==> config.mk <==
export PLATFORM = sky130hd
export DESIGN_NAME = npu_sram_stream_reader_flat
export DESIGN_NICKNAME = d
export VERILOG_FILES = /design/src/rtl/npu_mem_pkg.sv /design/src/rtl/npu_sram_stream_reader_if.sv /design/src/rtl/npu_sync_fifo.sv /design/src/rtl/npu_sram_stream_reader.sv /design/src/flat_wrapper.sv
export SDC_FILE = /design/constraint.sdc
export NUM_CORES = 1
export LEC_CHECK = 0
export ABC_CLOCK_PERIOD_IN_PS = 5600
export BUFFER_PORTS_ARGS = -buffer_cell sky130_fd_sc_hd__buf_2
export CORE_AREA = 2 2 142 144
export CTS_CLUSTER_DIAMETER = 30
export DETAILED_ROUTE_END_ITERATION = 7
export DIE_AREA = 0 0 144 146
export HOLD_SLACK_MARGIN = 0.12
export PLACE_DENSITY = 0.46
export SLEW_MARGIN = 20
export SYNTH_ARGS = -nofsm -noshare
export SYNTH_HDL_FRONTEND = slang
export SYNTH_HIERARCHICAL = 1
export SYNTH_SLANG_ARGS = --single-unit
==> constraint.sdc <==
create_clock -name clk -period 5.6 [get_ports clk]
set_input_delay 0 -clock clk [delete_from_list [all_inputs] [get_ports clk]]
set_output_delay 0 -clock clk [all_outputs]
set_load 0.01 [all_outputs]
==> src/rtl/npu_mem_pkg.sv <==
// Shared definitions for the operand SRAM and its streaming read engine:
// memory geometry and the reader FSM state encoding.
package npu_mem_pkg;

    localparam int NPU_SRAM_ADDR_W = 12;
    localparam int NPU_SRAM_DATA_W = 16;
    localparam int NPU_SRAM_WORDS  = 4096;

    typedef enum logic [1:0] {
        ST_IDLE  = 2'd0,
        ST_RUN   = 2'd1,
        ST_DRAIN = 2'd2
    } npu_rd_state_e;

endpackage

==> src/rtl/npu_sram_stream_reader_if.sv <==
// Bundle of command, SRAM port-2 and output-stream signals of the stream reader.
// The engine uses the master modport; the environment (SRAM + consumer) uses slave.
interface npu_sram_stream_reader_if #(
    parameter int ADDR_W = 12,
    parameter int DATA_W = 16
);
    logic              cmd_valid;
    logic              cmd_ready;
    logic [ADDR_W-1:0] cmd_base;
    logic [ADDR_W:0]   cmd_len;
    logic [ADDR_W-1:0] cmd_stride;

    logic [ADDR_W-1:0] sram_address;
    logic              sram_chipselect;
    logic              sram_write;
    logic [1:0]        sram_byteenable;
    logic              sram_clken;
    logic [DATA_W-1:0] sram_writedata;
    logic [DATA_W-1:0] sram_readdata;

    logic              out_valid;
    logic              out_ready;
    logic [DATA_W-1:0] out_data;
    logic              out_last;

    logic              busy;
    logic              done;

    modport master (
        input  cmd_valid, cmd_base, cmd_len, cmd_stride,
        output cmd_ready,
        output sram_address, sram_chipselect, sram_write, sram_byteenable,
        output sram_clken, sram_writedata,
        input  sram_readdata,
        output out_valid, out_data, out_last,
        input  out_ready,
        output busy, done
    );

    modport slave (
        output cmd_valid, cmd_base, cmd_len, cmd_stride,
        input  cmd_ready,
        input  sram_address, sram_chipselect, sram_write, sram_byteenable,
        input  sram_clken, sram_writedata,
        output sram_readdata,
        input  out_valid, out_data, out_last,
        output out_ready,
        input  busy, done
    );
endinterface

==> src/rtl/npu_sync_fifo.sv <==
// Small first-word-fall-through FIFO with registered occupancy count.
// Head data reads as zero when empty so downstream outputs are clean after reset.
module npu_sync_fifo #(
    parameter int WIDTH = 17,
    parameter int DEPTH = 4
) (
    input  logic                   clk,
    input  logic                   reset_n,
    input  logic                   i_push,
    input  logic [WIDTH-1:0]       i_push_data,
    input  logic                   i_pop,
    output logic [WIDTH-1:0]       o_pop_data,
    output logic [$clog2(DEPTH):0] o_count,
    output logic                   o_full,
    output logic                   o_empty
);
    localparam int                 PTR_W   = $clog2(DEPTH);
    localparam logic [PTR_W-1:0]   PTR_ONE = PTR_W'(1);
    localparam logic [PTR_W:0]     CNT_ONE = (PTR_W+1)'(1);
    localparam logic [PTR_W:0]     DEPTH_C = (PTR_W+1)'(DEPTH);

    logic [WIDTH-1:0] r_mem [DEPTH];
    logic [PTR_W-1:0] r_wr_ptr;
    logic [PTR_W-1:0] r_rd_ptr;
    logic [PTR_W:0]   r_count;
    logic             w_push_ok;
    logic             w_pop_ok;

    assign o_full     = (r_count == DEPTH_C);
    assign o_empty    = (r_count == '0);
    assign o_count    = r_count;
    assign w_push_ok  = i_push & ~o_full;
    assign w_pop_ok   = i_pop & ~o_empty;
    assign o_pop_data = o_empty ? '0 : r_mem[r_rd_ptr];

    always_ff @(posedge clk) begin
        if (w_push_ok) begin
            r_mem[r_wr_ptr] <= i_push_data;
        end
    end

    always_ff @(posedge clk or negedge reset_n) begin
        if (!reset_n) begin
            r_wr_ptr <= '0;
            r_rd_ptr <= '0;
            r_count  <= '0;
        end else begin
            if (w_push_ok) begin
                r_wr_ptr <= r_wr_ptr + PTR_ONE;
            end
            if (w_pop_ok) begin
                r_rd_ptr <= r_rd_ptr + PTR_ONE;
            end
            // Simultaneous push and pop leave the occupancy unchanged.
            case ({w_push_ok, w_pop_ok})
                2'b10:   r_count <= r_count + CNT_ONE;
                2'b01:   r_count <= r_count - CNT_ONE;
                default: r_count <= r_count;
            endcase
        end
    end

endmodule

==> src/rtl/npu_sram_stream_reader.sv <==
// Streaming read engine on SRAM port 2: walks base/stride/len, buffers the
// one-cycle-late read data in a small FIFO and presents it as a valid/ready stream.
module npu_sram_stream_reader
    import npu_mem_pkg::*;
#(
    parameter int ADDR_W     = NPU_SRAM_ADDR_W,
    parameter int DATA_W     = NPU_SRAM_DATA_W,
    parameter int FIFO_DEPTH = 4
) (
    input  logic clk,
    input  logic reset_n,
    npu_sram_stream_reader_if.master bus
);
    localparam int                ENTRY_W = DATA_W + 1;
    localparam int                CNT_W   = $clog2(FIFO_DEPTH) + 1;
    localparam logic [CNT_W:0]    DEPTH_C = (CNT_W+1)'(FIFO_DEPTH);
    localparam logic [ADDR_W:0]   REM_ONE = (ADDR_W+1)'(1);

    npu_rd_state_e     r_state;
    npu_rd_state_e     w_state_next;
    logic [ADDR_W-1:0] r_addr;
    logic [ADDR_W-1:0] r_stride;
    logic [ADDR_W:0]   r_remaining;
    logic              r_inflight;
    logic              r_inflight_last;
    logic              r_zero_done;
    logic              r_armed;

    logic              w_cmd_ready;
    logic              w_accept;
    logic              w_issue;
    logic              w_drain_done;
    logic              w_pop;
    logic [CNT_W:0]    w_credit;
    logic [CNT_W-1:0]  w_fifo_count;
    logic              w_fifo_full;
    logic              w_fifo_empty;
    logic [ENTRY_W-1:0] w_fifo_head;

    // r_armed keeps cmd_ready low while reset is held and releases it one edge later.
    assign w_cmd_ready  = (r_state == ST_IDLE) & r_armed & ~r_zero_done;
    assign w_accept     = bus.cmd_valid & w_cmd_ready;
    // Credit uses only registered occupancy and inflight, never out_ready.
    assign w_credit     = {1'b0, w_fifo_count} + {{CNT_W{1'b0}}, r_inflight};
    assign w_issue      = (r_state == ST_RUN) & (r_remaining != '0)
                        & (w_credit < DEPTH_C) & ~w_fifo_full;
    assign w_drain_done = (r_state == ST_DRAIN) & w_fifo_empty & ~r_inflight;
    assign w_pop        = ~w_fifo_empty & bus.out_ready;

    always_ff @(posedge clk or negedge reset_n) begin
        if (!reset_n) begin
            r_state <= ST_IDLE;
        end else begin
            r_state <= w_state_next;
        end
    end

    always_comb begin
        w_state_next = r_state;
        case (r_state)
            ST_IDLE: begin
                if (w_accept && (bus.cmd_len != '0)) begin
                    w_state_next = ST_RUN;
                end
            end
            ST_RUN: begin
                if (w_issue && (r_remaining == REM_ONE)) begin
                    w_state_next = ST_DRAIN;
                end
            end
            ST_DRAIN: begin
                if (w_drain_done) begin
                    w_state_next = ST_IDLE;
                end
            end
            default: w_state_next = ST_IDLE;
        endcase
    end

    always_ff @(posedge clk or negedge reset_n) begin
        if (!reset_n) begin
            r_addr          <= '0;
            r_stride        <= '0;
            r_remaining     <= '0;
            r_inflight      <= 1'b0;
            r_inflight_last <= 1'b0;
            r_zero_done     <= 1'b0;
            r_armed         <= 1'b0;
        end else begin
            r_armed         <= 1'b1;
            r_zero_done     <= w_accept & (bus.cmd_len == '0);
            r_inflight      <= w_issue;
            r_inflight_last <= w_issue & (r_remaining == REM_ONE);
            if (w_accept) begin
                r_addr      <= bus.cmd_base;
                r_stride    <= bus.cmd_stride;
                r_remaining <= bus.cmd_len;
            end else if (w_issue) begin
                // Address wraps modulo the SRAM size by truncation.
                r_addr      <= r_addr + r_stride;
                r_remaining <= r_remaining - REM_ONE;
            end
        end
    end

    npu_sync_fifo #(
        .WIDTH (ENTRY_W),
        .DEPTH (FIFO_DEPTH)
    ) u_fifo (
        .clk         (clk),
        .reset_n     (reset_n),
        .i_push      (r_inflight),
        .i_push_data ({r_inflight_last, bus.sram_readdata}),
        .i_pop       (w_pop),
        .o_pop_data  (w_fifo_head),
        .o_count     (w_fifo_count),
        .o_full      (w_fifo_full),
        .o_empty     (w_fifo_empty)
    );

    assign bus.cmd_ready       = w_cmd_ready;
    assign bus.sram_address    = r_addr;
    assign bus.sram_chipselect = w_issue;
    assign bus.sram_write      = 1'b0;
    assign bus.sram_byteenable = 2'b11;
    assign bus.sram_clken      = 1'b1;
    assign bus.sram_writedata  = '0;
    assign bus.out_valid       = ~w_fifo_empty;
    assign bus.out_data        = w_fifo_head[DATA_W-1:0];
    assign bus.out_last        = w_fifo_head[DATA_W];
    assign bus.busy            = (r_state != ST_IDLE);
    assign bus.done            = w_drain_done | r_zero_done;

endmodule

==> src/flat_wrapper.sv <==
// flat-port wrapper written by rule: the top's interface ports become plain ports
module npu_sram_stream_reader_flat import npu_mem_pkg::*;
#(
    parameter int ADDR_W     = NPU_SRAM_ADDR_W,
    parameter int DATA_W     = NPU_SRAM_DATA_W,
    parameter int FIFO_DEPTH = 4
)
  (clk, reset_n, bus_cmd_valid, bus_cmd_base, bus_cmd_len, bus_cmd_stride, bus_cmd_ready, bus_sram_address, bus_sram_chipselect, bus_sram_write, bus_sram_byteenable, bus_sram_clken, bus_sram_writedata, bus_sram_readdata, bus_out_valid, bus_out_data, bus_out_last, bus_out_ready, bus_busy, bus_done);
  npu_sram_stream_reader_if #(.ADDR_W(ADDR_W), .DATA_W(DATA_W)) bus_i ();
  input  logic clk;
  input  logic reset_n;
  input wire logic [$bits(bus_i.cmd_valid)-1:0] bus_cmd_valid;
  input wire logic [$bits(bus_i.cmd_base)-1:0] bus_cmd_base;
  input wire logic [$bits(bus_i.cmd_len)-1:0] bus_cmd_len;
  input wire logic [$bits(bus_i.cmd_stride)-1:0] bus_cmd_stride;
  output wire logic [$bits(bus_i.cmd_ready)-1:0] bus_cmd_ready;
  output wire logic [$bits(bus_i.sram_address)-1:0] bus_sram_address;
  output wire logic [$bits(bus_i.sram_chipselect)-1:0] bus_sram_chipselect;
  output wire logic [$bits(bus_i.sram_write)-1:0] bus_sram_write;
  output wire logic [$bits(bus_i.sram_byteenable)-1:0] bus_sram_byteenable;
  output wire logic [$bits(bus_i.sram_clken)-1:0] bus_sram_clken;
  output wire logic [$bits(bus_i.sram_writedata)-1:0] bus_sram_writedata;
  input wire logic [$bits(bus_i.sram_readdata)-1:0] bus_sram_readdata;
  output wire logic [$bits(bus_i.out_valid)-1:0] bus_out_valid;
  output wire logic [$bits(bus_i.out_data)-1:0] bus_out_data;
  output wire logic [$bits(bus_i.out_last)-1:0] bus_out_last;
  input wire logic [$bits(bus_i.out_ready)-1:0] bus_out_ready;
  output wire logic [$bits(bus_i.busy)-1:0] bus_busy;
  output wire logic [$bits(bus_i.done)-1:0] bus_done;
  assign bus_i.cmd_valid = bus_cmd_valid;
  assign bus_i.cmd_base = bus_cmd_base;
  assign bus_i.cmd_len = bus_cmd_len;
  assign bus_i.cmd_stride = bus_cmd_stride;
  assign bus_cmd_ready = bus_i.cmd_ready;
  assign bus_sram_address = bus_i.sram_address;
  assign bus_sram_chipselect = bus_i.sram_chipselect;
  assign bus_sram_write = bus_i.sram_write;
  assign bus_sram_byteenable = bus_i.sram_byteenable;
  assign bus_sram_clken = bus_i.sram_clken;
  assign bus_sram_writedata = bus_i.sram_writedata;
  assign bus_i.sram_readdata = bus_sram_readdata;
  assign bus_out_valid = bus_i.out_valid;
  assign bus_out_data = bus_i.out_data;
  assign bus_out_last = bus_i.out_last;
  assign bus_i.out_ready = bus_out_ready;
  assign bus_busy = bus_i.busy;
  assign bus_done = bus_i.done;
  npu_sram_stream_reader #(.ADDR_W(ADDR_W), .DATA_W(DATA_W), .FIFO_DEPTH(FIFO_DEPTH)) u_core (.clk(clk), .reset_n(reset_n), .bus(bus_i));
endmodule
Word level (Yosys, flattened, before mapping)
Memory sizes are Yosys's and may differ from the RTL's.
Cells that the tools add are included.
{ "word_totals": {"regBits": 50, "latch_bits": 0, "ram_bits": 68, "rom_bits": 0, "wordCells": 70, "n_memories": 1} }
{ "memory_table": {"columns": ["name", "depth", "width", "read_ports", "rd_clocked_by_memory_dff", "write_ports", "line_no", "source"], "rows": [
  ["u_core.u_fifo.r_mem", 4, 17, 1, 0, 1, "npu_sync_fifo.sv:22", "logic [WIDTH-1:0] r_mem [DEPTH];"]
]} }
{ "op_classes": {"add_sub_neg": 7, "n_mul": 0, "div_mod_pow": 0, "magnitude_cmp": 1, "eq_ne": 9, "shifts": 0, "n_mux": 12, "n_bitwise": 18, "n_reduce_logical": 11} }
{ "ops": {"columns": ["operator", "n"], "rows": [
  ["2-to-1 mux 13 bit", 2],
  ["nonzero test 13 bit", 2],
  ["2-to-1 mux 12 bit", 2],
  ["2-to-1 mux 17 bit", 1],
  ["AND 1 bit", 13],
  ["== test 13 x 1 -> 1 bit, second input constant", 1],
  ["zero test 13 bit", 1],
  ["subtractor 13 x 1 -> 13 bit, second input constant", 1],
  ["adder 12 bit", 1],
  ["2-to-1 mux 2 bit", 3],
  ["case mux 2 bit (3 select lines)", 1],
  ["case mux 3 bit (2 select lines)", 1],
  ["nonzero test 2 bit", 3],
  ["adder 2 x 1 -> 2 bit, second input constant", 2],
  ["adder 3 x 1 -> 4 bit", 1],
  ["== test 2 x 1 -> 1 bit, second input constant", 2],
  ["== test 2 bit, second input constant", 2],
  ["less-than comparator 4 x 3 -> 1 bit, second input constant", 1],
  ["!= test 2 bit, second input constant", 2],
  ["NOT 1 bit", 4],
  ["adder 3 x 1 -> 3 bit, second input constant", 1],
  ["== test 3 bit, second input constant", 1],
  ["zero test 3 bit", 1],
  ["AND reduction 3 bit", 1],
  ["other kinds (6)", 8]
]} }

Depth between registers and ports, before layout
{ "logic_depth": {"depth_word": 7, "depth_mapped": 10, "depth_no_buf": 9} }

Cells and area by module
The synthesis kept the hierarchy.
{ "modules_own_cells": {"columns": ["mod", "n_inst", "cells_each", "area_per_inst_um2"], "rows": [
  ["npu_sync_fifo", 1, 146, 3090.5],
  ["npu_sram_stream_reader", 1, 303, 2682.6]
]} }

Worst setup path before layout
Ideal clock, no wire load.
{ "synth_path": {"kind": "reg-to-reg", "start": "register u_core.u_fifo.r_count[0] (netlist: u_core/u_fifo/o_count[0])", "end": "register u_core.u_fifo.r_count[2] (netlist: u_core/u_fifo/o_count[2])", "arrival_ps": 2028, "setup_slack_ps": 3447, "stages_incl_launch_ff": 11, "period_less_slack_ps": 2153, "path_cell_list": "dfrtp_1 nor3_1 buf_2 nor2b_1 nor2b_1 ha_1 inv_1 fa_1 xor2_1 nor2_1 xor2_1"} }
{ "synth_between": {"elab_chain_cells": 6, "elab_cells_between_ends": 13, "classes_between": "add/sub: 2; eq/ne: 3; mux: 1; bitwise: 5; reduce/logical: 2"} }
{ "synth_rtl": {"columns": ["element", "line_no", "source"], "rows": [
  ["start: declaration", "npu_sync_fifo.sv:25", "logic [PTR_W:0] r_count;"],
  ["start signal: assignment", "npu_sync_fifo.sv:56", "2'b10: r_count <= r_count + CNT_ONE;"],
  ["start signal: assignment", "npu_sync_fifo.sv:57", "2'b01: r_count <= r_count - CNT_ONE;"],
  ["start signal: assignment", "npu_sync_fifo.sv:58", "default: r_count <= r_count;"],
  ["zero test 3 bit *", "npu_sync_fifo.sv:30", "assign o_empty = (r_count == '0);"],
  ["via u_core.w_fifo_empty", "npu_sram_stream_reader.sv:37", "logic w_fifo_empty;"],
  ["NOT 1 bit *", "npu_sram_stream_reader.sv:48", "assign w_pop = ~w_fifo_empty & bus.out_ready;"],
  ["AND 1 bit *", "npu_sram_stream_reader.sv:48", null],
  ["via u_core.w_pop", "npu_sram_stream_reader.sv:33", "logic w_pop;"],
  ["AND 1 bit *", "npu_sync_fifo.sv:33", "assign w_pop_ok = i_pop & ~o_empty;"],
  ["via u_core.u_fifo.w_pop_ok", "npu_sync_fifo.sv:27", "logic w_pop_ok;"],
  ["== test 2 x 1 -> 1 bit / == test 2 bit (equally long branches)", "npu_sync_fifo.sv:55", "case ({w_push_ok, w_pop_ok})"],
  ["case mux 3 bit (2 select lines) / nonzero test 2 bit (equally long branches)", null, null]
]} }
Mark *: on every way through the listed nets, which the timed path passes. The rest lies on a longest branch.
A chain may end at the register's enable or synchronous reset.

Final worst setup path
{ "layout_path": {"start": "register u_core.r_remaining[5]", "end": "register u_core.r_remaining[5]"} }
{ "layout_between": {"elab_chain_cells": 5, "elab_cells_between_ends": 8, "classes_between": "add/sub: 1; mux: 2; bitwise: 3; reduce/logical: 2"} }
{ "layout_rtl": {"columns": ["element", "line_no", "source"], "rows": [
  ["start: declaration", "npu_sram_stream_reader.sv:23", "logic [ADDR_W:0] r_remaining;"],
  ["start signal: assignment", "npu_sram_stream_reader.sv:97", "r_remaining <= bus.cmd_len;"],
  ["start signal: assignment", "npu_sram_stream_reader.sv:101", "r_remaining <= r_remaining - REM_ONE;"],
  ["parallel branches: the longest is 5 deep, another holds subtractor 13 x 1 -> 13 bit", null, null]
]} }
Several ways; the timed one is not identified. The select of a mux whose other input is x is not followed.

==> results.ini <==
[final_layout]
final_cell_mix=buf_2, edfxtp_1, nand2_1
nFillCells=1905
drive_gt1_share_pct=25.16
area_growth_pct=30.56
diodes=0
nets=677
final_area_sq_mm=0.007537
layout_commonest_cell=buf_2

[pwr]
p_switching_mw=1.196
combPwrFrac_pct=33.5
ir_drop_mv=0.2618
p_clk_share_pct=30.4
leakagePower_nw=3.180
power_density_mw_per_mm2=473.4
power.share.switching_pct=33.51
seqPwrFrac_pct=36.1
intPower_mw=2.372

[worst_hold_path]
hold_class=in2async

[routing]
viasPerCell=4.519
drt-wirelength-per-cell_um=14.99
drt_iter0_drc=207
vias=3963
routed_wl_um=13150
met1Wirelength_um=6015
ant_nets=0
met2_length_um=6441
dr_wl_met3_um=595
dr.max_layer_used=met4
drc=0
drt_pass1_iterations=4

[global_route]
grt_pass1_vias=4091
grt-ovfl-total=0
grt_start_max_net_pins=51
grt_pass1_wl_um=20820
groute.usage.overall_pct=12.84
antenna_found_initial=0

[yosys]
synth_cell_types=59
synthCells=449
synth_area_leader_cell=edfxtp_1
synth_edf_count=68
syn-cell-area_sq_mm=0.005773
syn_area_per_cell_sq_um=12.86
yosysSeqAreaShare_pct=57.04
synth.top_cells.by_area=edfxtp_1, dfrtp_1, ha_1
ys_async_sr_fraction_pct=42.37
synth_flop_cell=edfxtp_1
yosys_warnings=6
yosys.area.top_type_share_pct=35.37
synth_seq_cells=118

[worst_setup_path]
critical_path_class=reg2reg
end_kind=flip-flop
reg2reg_setup_slack_ns=2.63
cp_max_fo=22
reg2reg_from=u_core/r_remaining[5]
crit_path_start_kind=flip-flop
path_cells=or4_4, and4bb_2, a21o_4, inv_4, nor2_1, o21ai_0, o311ai_0
max_stage_delay_ns=0.75
required_ns=5.90
regToRegEndpoint=u_core/r_remaining[5]
cp_slowest_cell=nor2_1
critPathArrivalTime_ns=3.28
r2r_cells=7

[sta]
tightest_slew_ns=1.064
maxSlewHeadroom_pct=29.06
fin_tns_setup_ns=0
drv_slew=0
post-route-min-period_ns=2.973
period_share_pct=53.10
rsz0062_at_grt=no
report.final.setup_viol=0
finalHoldViolCount=0
clock_skew_ns=0.007131
fmax_ghz=0.3363

[clock_tree]
htree_num_levels=4
postCtsSetupBuffers=0
cts_root_buffer=clkbuf_16
tritoncts=built
numCtsBuffers=17
cts.sinks=118
cts_resized=0
clk_transition_reported_paths_ns=0.06
ctsLongestPathBuffers=2
clkLatencyLatePin_ns=0.42

[die]
fp.coreArea_sq_mm=0.01933
dieArea_sq_mm=0.02102
fp.dieW_um=144
pin_count=111
start_util_pct=29.86
die_h_um=146
rows=51

[placed_design]
place_area_sq_mm=0.006395
io_buffer_count=90
post-dp-hpwl_um=8746
gp_congestion=0.7814

[run]
drv_cap=0

[outcome]
status=finished, final reports clean

==> state kept, by name (all words and copies together), names as in the netlist <==
name / cells
u_core/bus.sram_address: 12
u_core/r_state: 2
u_core/r_remaining: 13
u_core/r_zero_done: 1
u_core/r_inflight_last: 1
u_core/r_armed: 1
u_core/r_stride: 12
u_core/u_fifo/r_wr_ptr: 2
u_core/u_fifo/r_rd_ptr: 2
u_core/r_inflight: 1
u_core/u_fifo/o_count: 3
u_core/u_fifo/r_mem: 68
==> area by class of cell <==
| type | count | area, sq um | area share (%) |
|---|---|---|---|
| Timing Repair Buffer | 149 | 1031 | 13.68 |
| Sequential cell | 118 | 3293 | 43.69 |
| Clock inverter | 15 | 166.4 | 2.208 |
| Tap cell | 265 | 331.6 | 4.399 |
| Clock buffer | 17 | 425.4 | 5.644 |
| Inverter | 17 | 66.31 | 0.8798 |
| Multi-Input combinational cell | 296 | 2223 | 29.50 |
==> layer usage <==
metal  vias up  global-route usage, %
met5         -                      0
met4         0                  3.529
met3         8                  4.014
met2        94                  21.05
met1      1949                  16.33
li1       1912                      -
==> worst max-delay path, delay by kind of cell, from the launching register on <==
| family | cells | cell delay, ns |
|---|---|---|
| buf+inv | 1 | 0.14 |
| simple gates | 3 | 1.66 |
| flops | 1 | 0.41 |
| compound gates | 3 | 0.64 |
==> power by group through the flow <==
stage               Combinational, mW  Clock [mW]  Sequential (mW)
detailed placement               1.19           0             1.31
floorplan                       0.908           0             1.25
global route                     1.32        1.16             1.31
global placement                 1.18           0             1.30
finish                           1.19        1.08             1.29
CTS                              1.22        1.12             1.29
==> cell families (layout without fill, tap and decap cells) <==
logic type | Yosys count | after routing | synth area share, %
compound gates | 64 | 64 | 7.759
flops | 118 | 118 | 57.04
fa+ha+maj | 21 | 21 | 4.812
mux | 20 | 20 | 7.759
xor+xnor | 16 | 16 | 2.427
buf+inv | 54 | 198 | 5.765
simple gates | 154 | 154 | 14.30
other cells | 2 | 21 | 0.1301
==> how the worst max path moves through the flow <==
stage,startpoint,to,slack [ns],cells past startpoint
2_1_floorplan,u_core/u_fifo/o_count[0],u_core/u_fifo/o_count[2],3.45,10
3_3_place_gp,u_core/r_remaining[5],u_core/r_remaining[5],2.65,7
3_5_place_dp,u_core/r_remaining[5],u_core/r_remaining[5],2.62,7
4_1_cts,u_core/r_remaining[5],u_core/r_remaining[5],2.59,7
5_1_grt,u_core/r_remaining[5],u_core/r_remaining[5],2.46,7
6_report,u_core/r_remaining[5],u_core/r_remaining[5],2.63,7
==> synthesized netlist by cell type, types with 7 or more instances <==
library cell,number
edfxtp_1,68
a21oi_1,10
nor3_1,12
dfrtp_1,50
nor2b_4,8
inv_1,16
buf_4,21
nor2b_1,14
mux4_2,8
nand2_1,56
o21ai_0,15
nor2_1,24
mux4_1,9
xor2_1,10
nand3_1,7
ha_1,19
==> what timing repair did <==
action	CTS	global route
hold buffers	55	0
endpoints found under the hold margin	155	0
endpoints found under the setup margin	0	0
==> stage by stage <==
stage                     cells  total power [mW]  hold WS, ns  util (%)  setup slack (ns)
after floorplan             468             2.154      -0.2956         -             3.447
after global placement      790             2.475       0.1697     33.07             2.648
after detailed placement    790             2.495       0.1698     33.07             2.615
after CTS                   877             3.635       0.2537     38.98             2.594
after global routing        877             3.797       0.3069     38.98             2.465
final                       877             3.568       0.2353     38.98             2.627
Note: power is estimated with default switching activity, not from simulation.
